### src/rtl/dmem_pkg.sv
// Shared definitions for the data-memory arbiter: FSM state encoding and
// the base address of the memory-mapped Device window.
package dmem_pkg;

    typedef logic [1:0] arb_state_t;

    // Arbiter ownership states
    localparam arb_state_t ST_IDLE  = 2'd0;
    localparam arb_state_t ST_OWN_C = 2'd1;
    localparam arb_state_t ST_OWN_D = 2'd2;

    // Device window base (0x4xxxxxxx); decoding is done inside the memory
    localparam logic [31:0] DEVICE_BASE = 32'h4000_0000;

endpackage

### src/rtl/dmem_arbiter_if.sv
// Bus bundle between the two requesters (CPU MEM stage, DMA/loader), the
// arbiter and the single-ported data memory.
//
// Handshake: a requester raises *_req with *_we/*_addr/*_wdata and holds
// them stable until it sees *_ack high in a cycle; that cycle is the access
// (read data valid in *_rdata during it, a write commits at the closing
// clock edge). Dropping *_req before *_ack is legal and cancels the access.
interface dmem_arbiter_if;
    import dmem_pkg::*;

    // Port C (CPU MEM stage)
    logic        cpu_req;
    logic        cpu_we;
    logic [31:0] cpu_addr;
    logic [31:0] cpu_wdata;
    logic [31:0] cpu_rdata;
    logic        cpu_ack;
    logic        cpu_stall;

    // Port D (DMA / loader)
    logic        dma_req;
    logic        dma_we;
    logic [31:0] dma_addr;
    logic [31:0] dma_wdata;
    logic [31:0] dma_rdata;
    logic        dma_ack;

    // Data memory side
    logic        mem_read;
    logic        mem_write;
    logic [31:0] mem_addr;
    logic [31:0] mem_wdata;
    logic [31:0] mem_rdata;

    // Debug view of the arbiter FSM
    arb_state_t  arb_state;

    // Arbiter side
    modport slave (
        input  cpu_req, cpu_we, cpu_addr, cpu_wdata,
        output cpu_rdata, cpu_ack, cpu_stall,
        input  dma_req, dma_we, dma_addr, dma_wdata,
        output dma_rdata, dma_ack,
        output mem_read, mem_write, mem_addr, mem_wdata,
        input  mem_rdata,
        output arb_state
    );

    // Requester / memory side
    modport master (
        output cpu_req, cpu_we, cpu_addr, cpu_wdata,
        input  cpu_rdata, cpu_ack, cpu_stall,
        output dma_req, dma_we, dma_addr, dma_wdata,
        input  dma_rdata, dma_ack,
        input  mem_read, mem_write, mem_addr, mem_wdata,
        output mem_rdata,
        input  arb_state
    );

endinterface

### src/rtl/arb_starve_ctr.sv
// DMA starvation and burst counters. wait_cnt counts cycles the DMA spends
// requesting without an ack; when it reaches STARVE_LIMIT the arbiter is
// told to force a DMA burst. burst_cnt tracks the accesses left in that burst.
module arb_starve_ctr #(
    parameter int STARVE_LIMIT = 8,
    parameter int BURST_LEN    = 4
) (
    input  logic clk,
    input  logic rst,
    input  logic dma_req_i,
    input  logic dma_ack_i,
    input  logic burst_load_i,
    input  logic burst_clr_i,
    output logic force_o,
    output logic burst_done_o
);

    localparam logic [7:0] LIMIT_W    = 8'(STARVE_LIMIT);
    localparam logic [3:0] BURST_INIT = 4'(BURST_LEN - 1);

    logic [7:0] wait_cnt_q, wait_cnt_d;
    logic [3:0] burst_cnt_q, burst_cnt_d;

    // Waiting-cycle counter: clear on a DMA ack, saturate at the limit
    always_comb begin
        wait_cnt_d = wait_cnt_q;
        if (dma_ack_i) begin
            wait_cnt_d = '0;
        end else if (dma_req_i && (wait_cnt_q != LIMIT_W)) begin
            wait_cnt_d = wait_cnt_q + 8'd1;
        end
    end

    // Burst counter: loaded on forced entry, zeroed on unforced entry,
    // decremented per DMA ack down to 0
    always_comb begin
        burst_cnt_d = burst_cnt_q;
        if (burst_load_i) begin
            burst_cnt_d = BURST_INIT;
        end else if (burst_clr_i) begin
            burst_cnt_d = '0;
        end else if (dma_ack_i && (burst_cnt_q != 4'd0)) begin
            burst_cnt_d = burst_cnt_q - 4'd1;
        end
    end

    // Counter registers
    always_ff @(posedge clk or negedge rst) begin
        if (!rst) begin
            wait_cnt_q  <= '0;
            burst_cnt_q <= '0;
        end else begin
            wait_cnt_q  <= wait_cnt_d;
            burst_cnt_q <= burst_cnt_d;
        end
    end

    assign force_o      = (wait_cnt_q == LIMIT_W) && dma_req_i;
    assign burst_done_o = (burst_cnt_q == 4'd0);

endmodule

### src/rtl/dmem_arbiter.sv
// Two-port arbiter for the single-ported data memory: CPU MEM stage (port C)
// normally wins, a starvation counter forces bounded DMA bursts (port D).
// Optional build macro DMEM_ARB_PERF_EN adds ack/conflict performance counters.
module dmem_arbiter
    import dmem_pkg::*;
#(
    parameter int STARVE_LIMIT = 8,
    parameter int BURST_LEN    = 4
) (
    input  logic        clk,
    input  logic        rst,
    dmem_arbiter_if.slave bus
`ifdef DMEM_ARB_PERF_EN
    ,
    output logic [31:0] perf_cpu_cnt,
    output logic [31:0] perf_dma_cnt,
    output logic [31:0] perf_conflict_cnt
`endif
);

    arb_state_t state_q, state_d;
    logic       cpu_ack_w, dma_ack_w;
    logic       force_w, burst_done_w;
    logic       burst_load_w, burst_clr_w;

    arb_starve_ctr #(
        .STARVE_LIMIT (STARVE_LIMIT),
        .BURST_LEN    (BURST_LEN)
    ) u_starve (
        .clk          (clk),
        .rst          (rst),
        .dma_req_i    (bus.dma_req),
        .dma_ack_i    (dma_ack_w),
        .burst_load_i (burst_load_w),
        .burst_clr_i  (burst_clr_w),
        .force_o      (force_w),
        .burst_done_o (burst_done_w)
    );

    // One access per cycle: the owner is acked while it keeps requesting
    assign cpu_ack_w = (state_q == ST_OWN_C) && bus.cpu_req;
    assign dma_ack_w = (state_q == ST_OWN_D) && bus.dma_req;

    // Next owner, in priority order: forced DMA burst, burst continuation,
    // CPU, unforced DMA, idle
    always_comb begin
        state_d      = ST_IDLE;
        burst_load_w = 1'b0;
        burst_clr_w  = 1'b0;
        if (force_w && (state_q != ST_OWN_D)) begin
            state_d      = ST_OWN_D;
            burst_load_w = 1'b1;
        end else if ((state_q == ST_OWN_D) && bus.dma_req &&
                     (!burst_done_w || !bus.cpu_req)) begin
            state_d = ST_OWN_D;
        end else if (bus.cpu_req) begin
            state_d = ST_OWN_C;
        end else if (bus.dma_req) begin
            state_d     = ST_OWN_D;
            burst_clr_w = 1'b1;
        end
    end

    // Ownership register
    always_ff @(posedge clk or negedge rst) begin
        if (!rst) begin
            state_q <= ST_IDLE;
        end else begin
            state_q <= state_d;
        end
    end

    // Memory drive: only an acked access reaches the memory, otherwise zeros
    always_comb begin
        bus.mem_addr  = 32'd0;
        bus.mem_wdata = 32'd0;
        if (cpu_ack_w) begin
            bus.mem_addr  = bus.cpu_addr;
            bus.mem_wdata = bus.cpu_wdata;
        end else if (dma_ack_w) begin
            bus.mem_addr  = bus.dma_addr;
            bus.mem_wdata = bus.dma_wdata;
        end
    end

    assign bus.mem_read  = (cpu_ack_w && !bus.cpu_we) || (dma_ack_w && !bus.dma_we);
    assign bus.mem_write = (cpu_ack_w && bus.cpu_we)  || (dma_ack_w && bus.dma_we);

    // Read data is steered to the current owner only
    assign bus.cpu_rdata = (state_q == ST_OWN_C) ? bus.mem_rdata : 32'd0;
    assign bus.dma_rdata = (state_q == ST_OWN_D) ? bus.mem_rdata : 32'd0;

    assign bus.cpu_ack   = cpu_ack_w;
    assign bus.dma_ack   = dma_ack_w;
    assign bus.cpu_stall = bus.cpu_req && !cpu_ack_w;
    assign bus.arb_state = state_q;

`ifdef DMEM_ARB_PERF_EN
    logic [31:0] perf_cpu_q, perf_dma_q, perf_conf_q;

    // Free-running wrap-around counters of acks and contended cycles
    always_ff @(posedge clk or negedge rst) begin
        if (!rst) begin
            perf_cpu_q  <= '0;
            perf_dma_q  <= '0;
            perf_conf_q <= '0;
        end else begin
            if (cpu_ack_w) perf_cpu_q <= perf_cpu_q + 32'd1;
            if (dma_ack_w) perf_dma_q <= perf_dma_q + 32'd1;
            if (bus.cpu_req && bus.dma_req) perf_conf_q <= perf_conf_q + 32'd1;
        end
    end

    assign perf_cpu_cnt      = perf_cpu_q;
    assign perf_dma_cnt      = perf_dma_q;
    assign perf_conflict_cnt = perf_conf_q;
`endif

endmodule
### src/flat_wrapper.sv
// flat-port wrapper written by rule: the top's interface ports become plain ports
module dmem_arbiter_flat import dmem_pkg::*;
#(
    parameter int STARVE_LIMIT = 8,
    parameter int BURST_LEN    = 4
)
  (clk, rst, bus_cpu_req, bus_cpu_we, bus_cpu_addr, bus_cpu_wdata, bus_cpu_rdata, bus_cpu_ack, bus_cpu_stall, bus_dma_req, bus_dma_we, bus_dma_addr, bus_dma_wdata, bus_dma_rdata, bus_dma_ack, bus_mem_read, bus_mem_write, bus_mem_addr, bus_mem_wdata, bus_mem_rdata, bus_arb_state);
  dmem_arbiter_if bus_i ();
  input  logic clk;
  input  logic rst;
  input wire logic [$bits(bus_i.cpu_req)-1:0] bus_cpu_req;
  input wire logic [$bits(bus_i.cpu_we)-1:0] bus_cpu_we;
  input wire logic [$bits(bus_i.cpu_addr)-1:0] bus_cpu_addr;
  input wire logic [$bits(bus_i.cpu_wdata)-1:0] bus_cpu_wdata;
  output wire logic [$bits(bus_i.cpu_rdata)-1:0] bus_cpu_rdata;
  output wire logic [$bits(bus_i.cpu_ack)-1:0] bus_cpu_ack;
  output wire logic [$bits(bus_i.cpu_stall)-1:0] bus_cpu_stall;
  input wire logic [$bits(bus_i.dma_req)-1:0] bus_dma_req;
  input wire logic [$bits(bus_i.dma_we)-1:0] bus_dma_we;
  input wire logic [$bits(bus_i.dma_addr)-1:0] bus_dma_addr;
  input wire logic [$bits(bus_i.dma_wdata)-1:0] bus_dma_wdata;
  output wire logic [$bits(bus_i.dma_rdata)-1:0] bus_dma_rdata;
  output wire logic [$bits(bus_i.dma_ack)-1:0] bus_dma_ack;
  output wire logic [$bits(bus_i.mem_read)-1:0] bus_mem_read;
  output wire logic [$bits(bus_i.mem_write)-1:0] bus_mem_write;
  output wire logic [$bits(bus_i.mem_addr)-1:0] bus_mem_addr;
  output wire logic [$bits(bus_i.mem_wdata)-1:0] bus_mem_wdata;
  input wire logic [$bits(bus_i.mem_rdata)-1:0] bus_mem_rdata;
  output wire logic [$bits(bus_i.arb_state)-1:0] bus_arb_state;
  assign bus_i.cpu_req = bus_cpu_req;
  assign bus_i.cpu_we = bus_cpu_we;
  assign bus_i.cpu_addr = bus_cpu_addr;
  assign bus_i.cpu_wdata = bus_cpu_wdata;
  assign bus_cpu_rdata = bus_i.cpu_rdata;
  assign bus_cpu_ack = bus_i.cpu_ack;
  assign bus_cpu_stall = bus_i.cpu_stall;
  assign bus_i.dma_req = bus_dma_req;
  assign bus_i.dma_we = bus_dma_we;
  assign bus_i.dma_addr = bus_dma_addr;
  assign bus_i.dma_wdata = bus_dma_wdata;
  assign bus_dma_rdata = bus_i.dma_rdata;
  assign bus_dma_ack = bus_i.dma_ack;
  assign bus_mem_read = bus_i.mem_read;
  assign bus_mem_write = bus_i.mem_write;
  assign bus_mem_addr = bus_i.mem_addr;
  assign bus_mem_wdata = bus_i.mem_wdata;
  assign bus_i.mem_rdata = bus_mem_rdata;
  assign bus_arb_state = bus_i.arb_state;
  dmem_arbiter #(.STARVE_LIMIT(STARVE_LIMIT), .BURST_LEN(BURST_LEN)) u_core (.clk(clk), .rst(rst), .bus(bus_i));
endmodule
### config.mk
export PLATFORM = sky130hd
export DESIGN_NAME = dmem_arbiter_flat
export DESIGN_NICKNAME = d
export VERILOG_FILES = /design/src/rtl/dmem_pkg.sv /design/src/rtl/dmem_arbiter_if.sv /design/src/rtl/arb_starve_ctr.sv /design/src/rtl/dmem_arbiter.sv /design/src/flat_wrapper.sv
export SDC_FILE = /design/constraint.sdc
export NUM_CORES = 1
export LEC_CHECK = 0
export CAP_MARGIN = 5
export CORE_AREA = 2 2 117 119
export DETAILED_ROUTE_END_ITERATION = 8
export DIE_AREA = 0 0 119 121
export SLEW_MARGIN = 20
export SYNTH_ARGS = -nofsm -noshare
export SYNTH_HDL_FRONTEND = slang
export SYNTH_HIERARCHICAL = 1
export SYNTH_SLANG_ARGS = --single-unit
### constraint.sdc
create_clock -name clk -period 2.4 [get_ports clk]
set_input_delay 0.48 -clock clk [delete_from_list [all_inputs] [get_ports clk]]
set_output_delay 0.48 -clock clk [all_outputs]
set_load 0.05 [all_outputs]
==> impl_results.md, run 1 <==
- Post-DR wirelength/cell: 18.9 um
- Critical Path End Type: primary output
- Hold_sp: u_core/u_starve/burst_cnt_q[1]
- DP Worst Slack: 0.0621 ns
- Reg2Reg Depth: 9
- Post-route ant nets: 0
- Reg-to-reg startpoint: u_core/u_starve/wait_cnt_q[0]
- Setup TNS: 0 ns
- CP required: 1.92 ns
- GP Congestion: 0.858
- Initial antenna violation count: 1
- Post-synth EDFFs: 0
- Fin. Hold Viols: 0
- Antenna cells: 0
- Top cell type's share of synthesized area: 18.1%
- Worst Hold Class: reg2reg
- Drt pass-1 iters: 5
- #FFs+latches synth: 14
- Worst Hold Depth: 1
- DRC viols: 0
- Synth-to-Final Area Change: 171%
- Fraction of registers with async set/reset: 100%
- Input/output buffers: 300
- Critical Path Start Type: primary input
- Yosys synthesis warning count: 6
- Top cells by area in the synthesized netlist: o22ai_2, and2_1, dfrtp_1
- Overflow after GRT: 0
- Max-capacitance violation count: 0
- Die area: 0.0144 mm2
- Post-CTS sizing: 0
- Critical Path Stages: 5
- Worst r2r dst: u_core/u_starve/burst_cnt_q[3]
- Drt total wl: 16.0 mm
- DP HPWL: 12.8 mm
- Filler cells: 1065
- Initial core utilization: 21.1%
- Worst path max stage delay: 0.59 ns
- Maximum vdd drop: 317 uV
- Area leader, netlist: o22ai_2
- Routed vias/inst: 4.88
- Critical-path top delay cell: clkdlybuf4s50_1
- Via count: 4122
- R2R setup slack: 0.28 ns
- Seq/Total Area, Yosys: 12.7%
- Post-Synthesis Cells: 394
- Fin. max-slew vios: 0
- Delay-heaviest family, CP: buffers and inverters
- Nets: 840
- Clock latency on the worst-skew pair: 0.25 ns
- Slew headroom: 56.7%
- Run status: finished clean
- Final setup viols: 0
- CTS clk-pin slew, worst paths: 0.05 ns
- Clk sinks: 14
- Largest net degree at the start of global routing: 79
- Unrepaired setup endpoints after global routing: false
- Post-CTS Hold Buffers: 0
- Layout cell share with drive strength beyond 1: 34.7%
- CP Class: in2out
- Worst Path Buf+Inv: 3
- Most used cell, CP: buf_12
- Total CTS buffers: 3
- Arr. time, crit path: 1.86 ns
- Num rows: 42
- F_max: 427 MHz
- Syn_nets: 564
- Post-CTS Setup Inserts: 0
- Prevailing post-synth register cell: dfrtp_1
- Die Span Y: 121 um
- H-Tree Depth: 1
- Post-Syn Area: 0.00276 mm2
- CTS Buffer Depth: 2
- Core area: 0.0131 mm2
- Overall Global Routing Usage: 20.6%
- Fin crit period: 2.34 ns
- First-pass GRT wire length: 23.6 mm
- Pwr per Cell Area: 540 mW/mm2
- I/O pin total: 301
- Yosys cell types: 42
- Mapped Avg Cell Area: 7.01 um2
- Worst Tran Pin Value: 0.647 ns
- 1st-iter DRT viols: 282
- Leak Pwr: 2.84 nW
- Slack of the critical path: 0.0606 ns
- Die width: 119 um
- Cells along the critical path: clkdlybuf4s50_1 > nand2b_4 > buf_12 > o22ai_2 > buf_12
- Tcrit/Tclk final: 97.5%
- Vias in the first global route: 4079
- Clk root buf: clkbuf_16
- Setup Skew: 0.00153 ns
- CP Max Fanout: 48
- Power, Total: 4.04 mW
- CTS tree: done
- Hold Crit Endpoint: u_core/u_starve/burst_cnt_q[1]
power breakdown:
group          internal, mW  switching [mW]
combinational          1.53            1.78
sequential            0.305           0.101
clock                 0.225           0.101
worst max path at each step:
| stage | end | slack, ns | from |
|---|---|---|---|
| after floorplan | u_core/u_starve/burst_cnt_q[2] | 0.03 | u_core/bus.arb_state[1] |
| final | bus_mem_addr[9] | 0.06 | bus_dma_req |
| after global placement | bus_mem_wdata[9] | 0.11 | bus_dma_req |
| after CTS | bus_mem_addr[9] | 0.06 | bus_dma_req |
| after detailed placement | bus_mem_addr[9] | 0.06 | bus_dma_req |
| after global routing | bus_mem_addr[7] | 0.01 | bus_dma_req |
Yosys cell counts (2+ instances only):
cell type	count
nand4_1	3
buf_2	19
o22ai_2	40
ha_1	4
o21ai_0	3
nor4_1	2
buf_4	4
o22ai_1	25
and2_1	67
a21oi_1	4
nand3_1	66
a311o_1	2
clkbuf_1	13
nor4b_1	2
inv_1	8
dfrtp_1	14
nand2_1	72
clkbuf_2	3
nand2b_1	3
nor2_1	9
xor2_1	2
buf_6	5
or3_1	5
registers in the layout (all words and copies together), names as in the netlist:
signal	cells
u_core/u_starve/wait_cnt_q	8
u_core/u_starve/burst_cnt_q	4
u_core/bus.arb_state	2
kinds of logic (layout without fill, tap and decap cells):
kind of cell               count (synthesis)  in the layout  synth area share (%)
DFF                                       14             14                  12.7
adders and majority gates                  4              4                  1.81
xor gates and xnor gates                   2              2                 0.635
buffers and inverters                     53            328                  10.1
muxes                                      2              2                 0.906
and+or+nand+nor                          236            236                  45.2
AOI/OAI and AO/OA                         83             83                  28.6
per-layer routing:
| layer | global-route usage [%] | up-vias | share of wire (%) | wire length, um |
|---|---|---|---|---|
| met5 | 0 | - | 0.081 | 13 |
| met4 | 3.65 | 2 | 1.0 | 160 |
| met3 | 7.05 | 12 | 10 | 1640 |
| met2 | 37.3 | 227 | 51 | 8130 |
| met1 | 23.8 | 1929 | 38 | 6030 |
| li1 | - | 1952 | - | - |
worst reg2reg max path, stage by stage, from the launching register on:
cell and delay, ns:
dfrtp_1 0.44, inv_1 0.11, ha_1 0.14, nor4b_4 0.25
nand3_1 0.12, nor2_1 0.16, nor4b_1 0.08, buf_4 0.16
or3_1 0.35, o31ai_1 0.20
cells in the final DEF (no fill, tap or decap), types with 5 or more instances in the layout:
master             n
buf_12           138
clkdlybuf4s50_1  164
dfrtp_1           12
nand3_1           66
and2_1            66
buf_4             13
inv_1              8
o22ai_2           65
or3_1              5
nand2_1           72
nor2_1             9
metrics by stage:
stage	hold slack (ns)	util [%]	cells	area (um2)
final	0.556	57.2	845	7490
after global routing	0.572	57.2	845	7490
after CTS	0.558	57.2	845	7490
after detailed placement	0.550	56.6	841	7410
after global placement	0.535	56.6	841	7410
after floorplan	0.184	-	394	2930
cell type report:
type	count	area, um2	share of cell area [%]
Clock buffer	4	78.8	1.05
Inverter	8	30.0	0.401
Multi-Input combinational cell	327	2300	30.7
Sequential cell	14	355	4.75
Tap cell	176	220	2.94
Timing Repair Buffer	316	4510	60.2
(Power assumes the default switching activity.)
==> run 2, diff against run 1 <==
- ABC_AREA: default -> 1
- CORE_AREA: 2 2 117 119 -> 2 2 118 120
- CTS_CLUSTER_SIZE: default -> 12
- DIE_AREA: 0 0 119 121 -> 0 0 120 122
==> impl_results.md, run 2 <==
- Reg-to-reg startpoint: u_core/u_starve/wait_cnt_q[0]
- Seq/Total Area, Yosys: 16.3% (+3.6 points)
- Max reg flops: 8 (unchanged)
- Drt total wl: 14.1 mm (-12%)
- Arr. time, crit path: 1.81 ns (-0.05 ns)
- Commonest non-fill, non-tap cell in the layout: nand2_1
- F_max: 438 MHz (+2.4%)
- Largest net degree at the start of global routing: 34 (-57%)
- I/O pin total: 301 (unchanged)
- CTS tree: done
- Yosys cell types: 25 (-40%)
- Pwr per Cell Area: 492 mW/mm2 (-8.9%)
- Comb pwr share: 79.0% (-2.9 points)
- CP Class: in2out
- Largest Register: u_core/u_starve/wait_cnt_q
- Max-capacitance violation count: 0 (unchanged)
- Critical Path Start Type: primary input
- Yosys synthesis warning count: 6 (unchanged)
- Routed vias/inst: 3.91 (-20%)
- Die area: 0.0146 mm2 (+1.7%)
- Fraction of registers with async set/reset: 100% (unchanged)
- Critical Path End Type: primary output
- Slew headroom: 56.9% (+0.17 points)
- First-pass GRT wire length: 20.9 mm (-11%)
- Syn_nets: 607 (+7.6%)
- Tcrit/Tclk final: 95.2% (-2.3 points)
- Total CTS buffers: 3 (unchanged)
- Post-Synthesis Cells: 437 (+11%)
- CTS clk-pin slew, worst paths: 0.05 ns (about the same)
- Nets: 910 (+8.3%)
- DRC viols: 0 (unchanged)
- Worst Tran Pin Value: 0.644 ns (-0.00250 ns)
- Drt pass-1 iters: 6 (+1)
- Top cell type's share of synthesized area: 40.5% (+22 points)
- Vias in the first global route: 3521 (-14%)
- Die Span Y: 122 um (+0.83%)
- Synth-to-Final Area Change: 220%
- Post-synth EDFFs: 0 (unchanged)
- H-Tree Depth: 1 (unchanged)
- Int Pwr: 1.78 mW (-14%)
- Finished Layout Cells: 919 (+8.8%)
- Clock Power Share: 10.3% (+2.2 points)
- Placed cell count: 914 (+8.7%)
- Prevailing post-synth register cell: dfrtp_1
- Clk sinks: 14 (unchanged)
- Fin. Hold Viols: 0 (unchanged)
- Overflow after GRT: 0 (unchanged)
- Most frequent cell after synthesis: nand2_1
- Sw frac: 47.5% (-1.5 points)
- Maximum vdd drop: 443 uV (+39%)
- CP Max Fanout: 32 (-33%)
- Worst Hold Class: reg2reg
- 1st-iter DRT viols: 236 (-16%)
- Via count: 3591 (-13%)
- Setup TNS: 0 ns (unchanged)
- Crit path launch: bus_cpu_req
- Post-Syn Area: 0.00215 mm2 (-22%)
- Initial core utilization: 15.9% (-5.2 points)
- Antenna cells: 0 (unchanged)
- Core area: 0.0135 mm2 (+3.2%)
- Post-route ant nets: 0 (unchanged)
- #FFs+latches synth: 14 (unchanged)
- Overall Global Routing Usage: 18.2% (-2.4 points)
- Fin. max-slew vios: 0 (unchanged)
- Input/output buffers: 300 (unchanged)
- CTS Buffer Depth: 2 (unchanged)
- Run status: finished clean
- Mapped Avg Cell Area: 4.92 um2 (-30%)
- GP Congestion: 0.825 (-3.8%)
- Unrepaired setup endpoints after global routing: false
- CP required: 1.92 ns (about the same)
- Leak Pwr: 3.29 nW (+16%)
- Clock latency on the worst-skew pair: 0.24 ns (about the same)
- Die width: 120 um (+0.84%)
- Initial antenna violation count: 0 (-1)
- Num rows: 43 (+2.4%)
- Hold_sp: u_core/u_starve/burst_cnt_q[3]
- Post-DR wirelength/cell: 15.4 um (-19%)
- Commonest cells after routing, fill and taps aside: nand2_1, clkdlybuf4s50_1, buf_12
- Final setup viols: 0 (unchanged)
- DP HPWL: 11.7 mm (-8.7%)
- Commonest cells in the synthesized netlist: nand2_1, nor2_1, inv_1
- Sequential power share: 10.8% (+0.8 points)
- Top cells by area in the synthesized netlist: nand2_1, dfrtp_1, nor2_1
- Layout cell share with drive strength beyond 1: 22.7% (-12 points)
- Clk root buf: clkbuf_16
- Setup Skew: 0.000740 ns (-0.000787 ns)
- Fin crit period: 2.29 ns (-0.0541 ns)
- Area leader, netlist: nand2_1
- Sw Pwr: 1.61 mW (-19%)
run 2: changes by cell type in the layout (fill, tap and decap cells not counted), moves of 7 or more:
cell | previous run | this run
and2_1 | 66 | 0
inv_1 | 8 | 48
nand2_1 | 72 | 228
o21ai_1 | 0 | 7
o22ai_2 | 65 | 0
nand3_1 | 66 | 10
nor2_1 | 9 | 81
run 2: timing repair:
| item | in CTS | in global routing |
|---|---|---|
| setup buffers | 0 | 1 |
| hold buffers | 0 | 0 |
| gates resized for setup | 0 | 5 |
| setup endpoints to repair | 0 | 37 |
run 2: area by class of cell:
cell class              instances  area [um2]
fillers                      1294        6620
repair buffers                318        4550
multi-input cells             352        1480
flip-flops and latches         14         350
well taps                     180         225
inverters                      51         191
clock buffers                   4        88.8
run 2: power groups by stage:
stage / Clock (mW) / Sequential, mW / Combinational (mW)
2_1_floorplan: 0 / 0.370 / 1.24
3_3_place_gp: 0 / 0.364 / 2.66
5_1_grt: 0.367 / 0.375 / 2.81
4_1_cts: 0.358 / 0.363 / 2.69
6_report: 0.348 / 0.364 / 2.67
3_5_place_dp: 0 / 0.365 / 2.68
run 2: final timing paths:
check / end / slack, ns / cells past startpoint
worst min register to register: u_core/u_starve/burst_cnt_q[3] / 0.52 / 3
max in group asynchronous: u_core/u_starve/burst_cnt_q[3] / 1.35 / 1
worst max-delay path: bus_mem_addr[8] / 0.11 / 7
worst min-delay path: u_core/u_starve/burst_cnt_q[3] / 0.52 / 3
min in group asynchronous: u_core/bus.arb_state[1] / 0.64 / 1
worst max register to register: u_core/u_starve/burst_cnt_q[1] / 0.47 / 11
run 2: logic make-up after synthesis:
logic type / Yosys count / synth area share [%]
buf+inv: 71 / 15.2
fa+ha+maj: 4 / 2.33
flops: 14 / 16.3
compound gates: 10 / 2.62
xor+xnor: 3 / 1.22
simple gates: 335 / 62.3
run 2: per-stage QoR:
stage	instance area, um2	utilization, %	worst slack, ns	hold slack [ns]	power [mW]
2_1_floorplan	2150	-	0.0497	0.184	1.61
3_3_place_gp	6780	50.2	0.0599	0.506	3.03
3_5_place_dp	6780	50.2	0.0485	0.512	3.04
4_1_cts	6870	50.8	0.0389	0.520	3.41
5_1_grt	6890	51.0	0.0201	0.562	3.55
6_report	6890	51.0	0.115	0.517	3.38
run 2: layer usage:
metal / track usage [%] / wire, um / part of all wire, %
met5: 0 / 0 / 0
met4: 3.82 / 235 / 1.7
met3: 3.04 / 902 / 6.4
met2: 31.9 / 7120 / 50
met1: 23.5 / 5880 / 42
run 2: worst max-delay path, stage by stage:
cell and delay, ns:
clkdlybuf4s50_1 0.48, nand2_1 0.11, inv_2 0.14, buf_12 0.20, nand2_1 0.14, nand2_2 0.11
buf_12 0.14
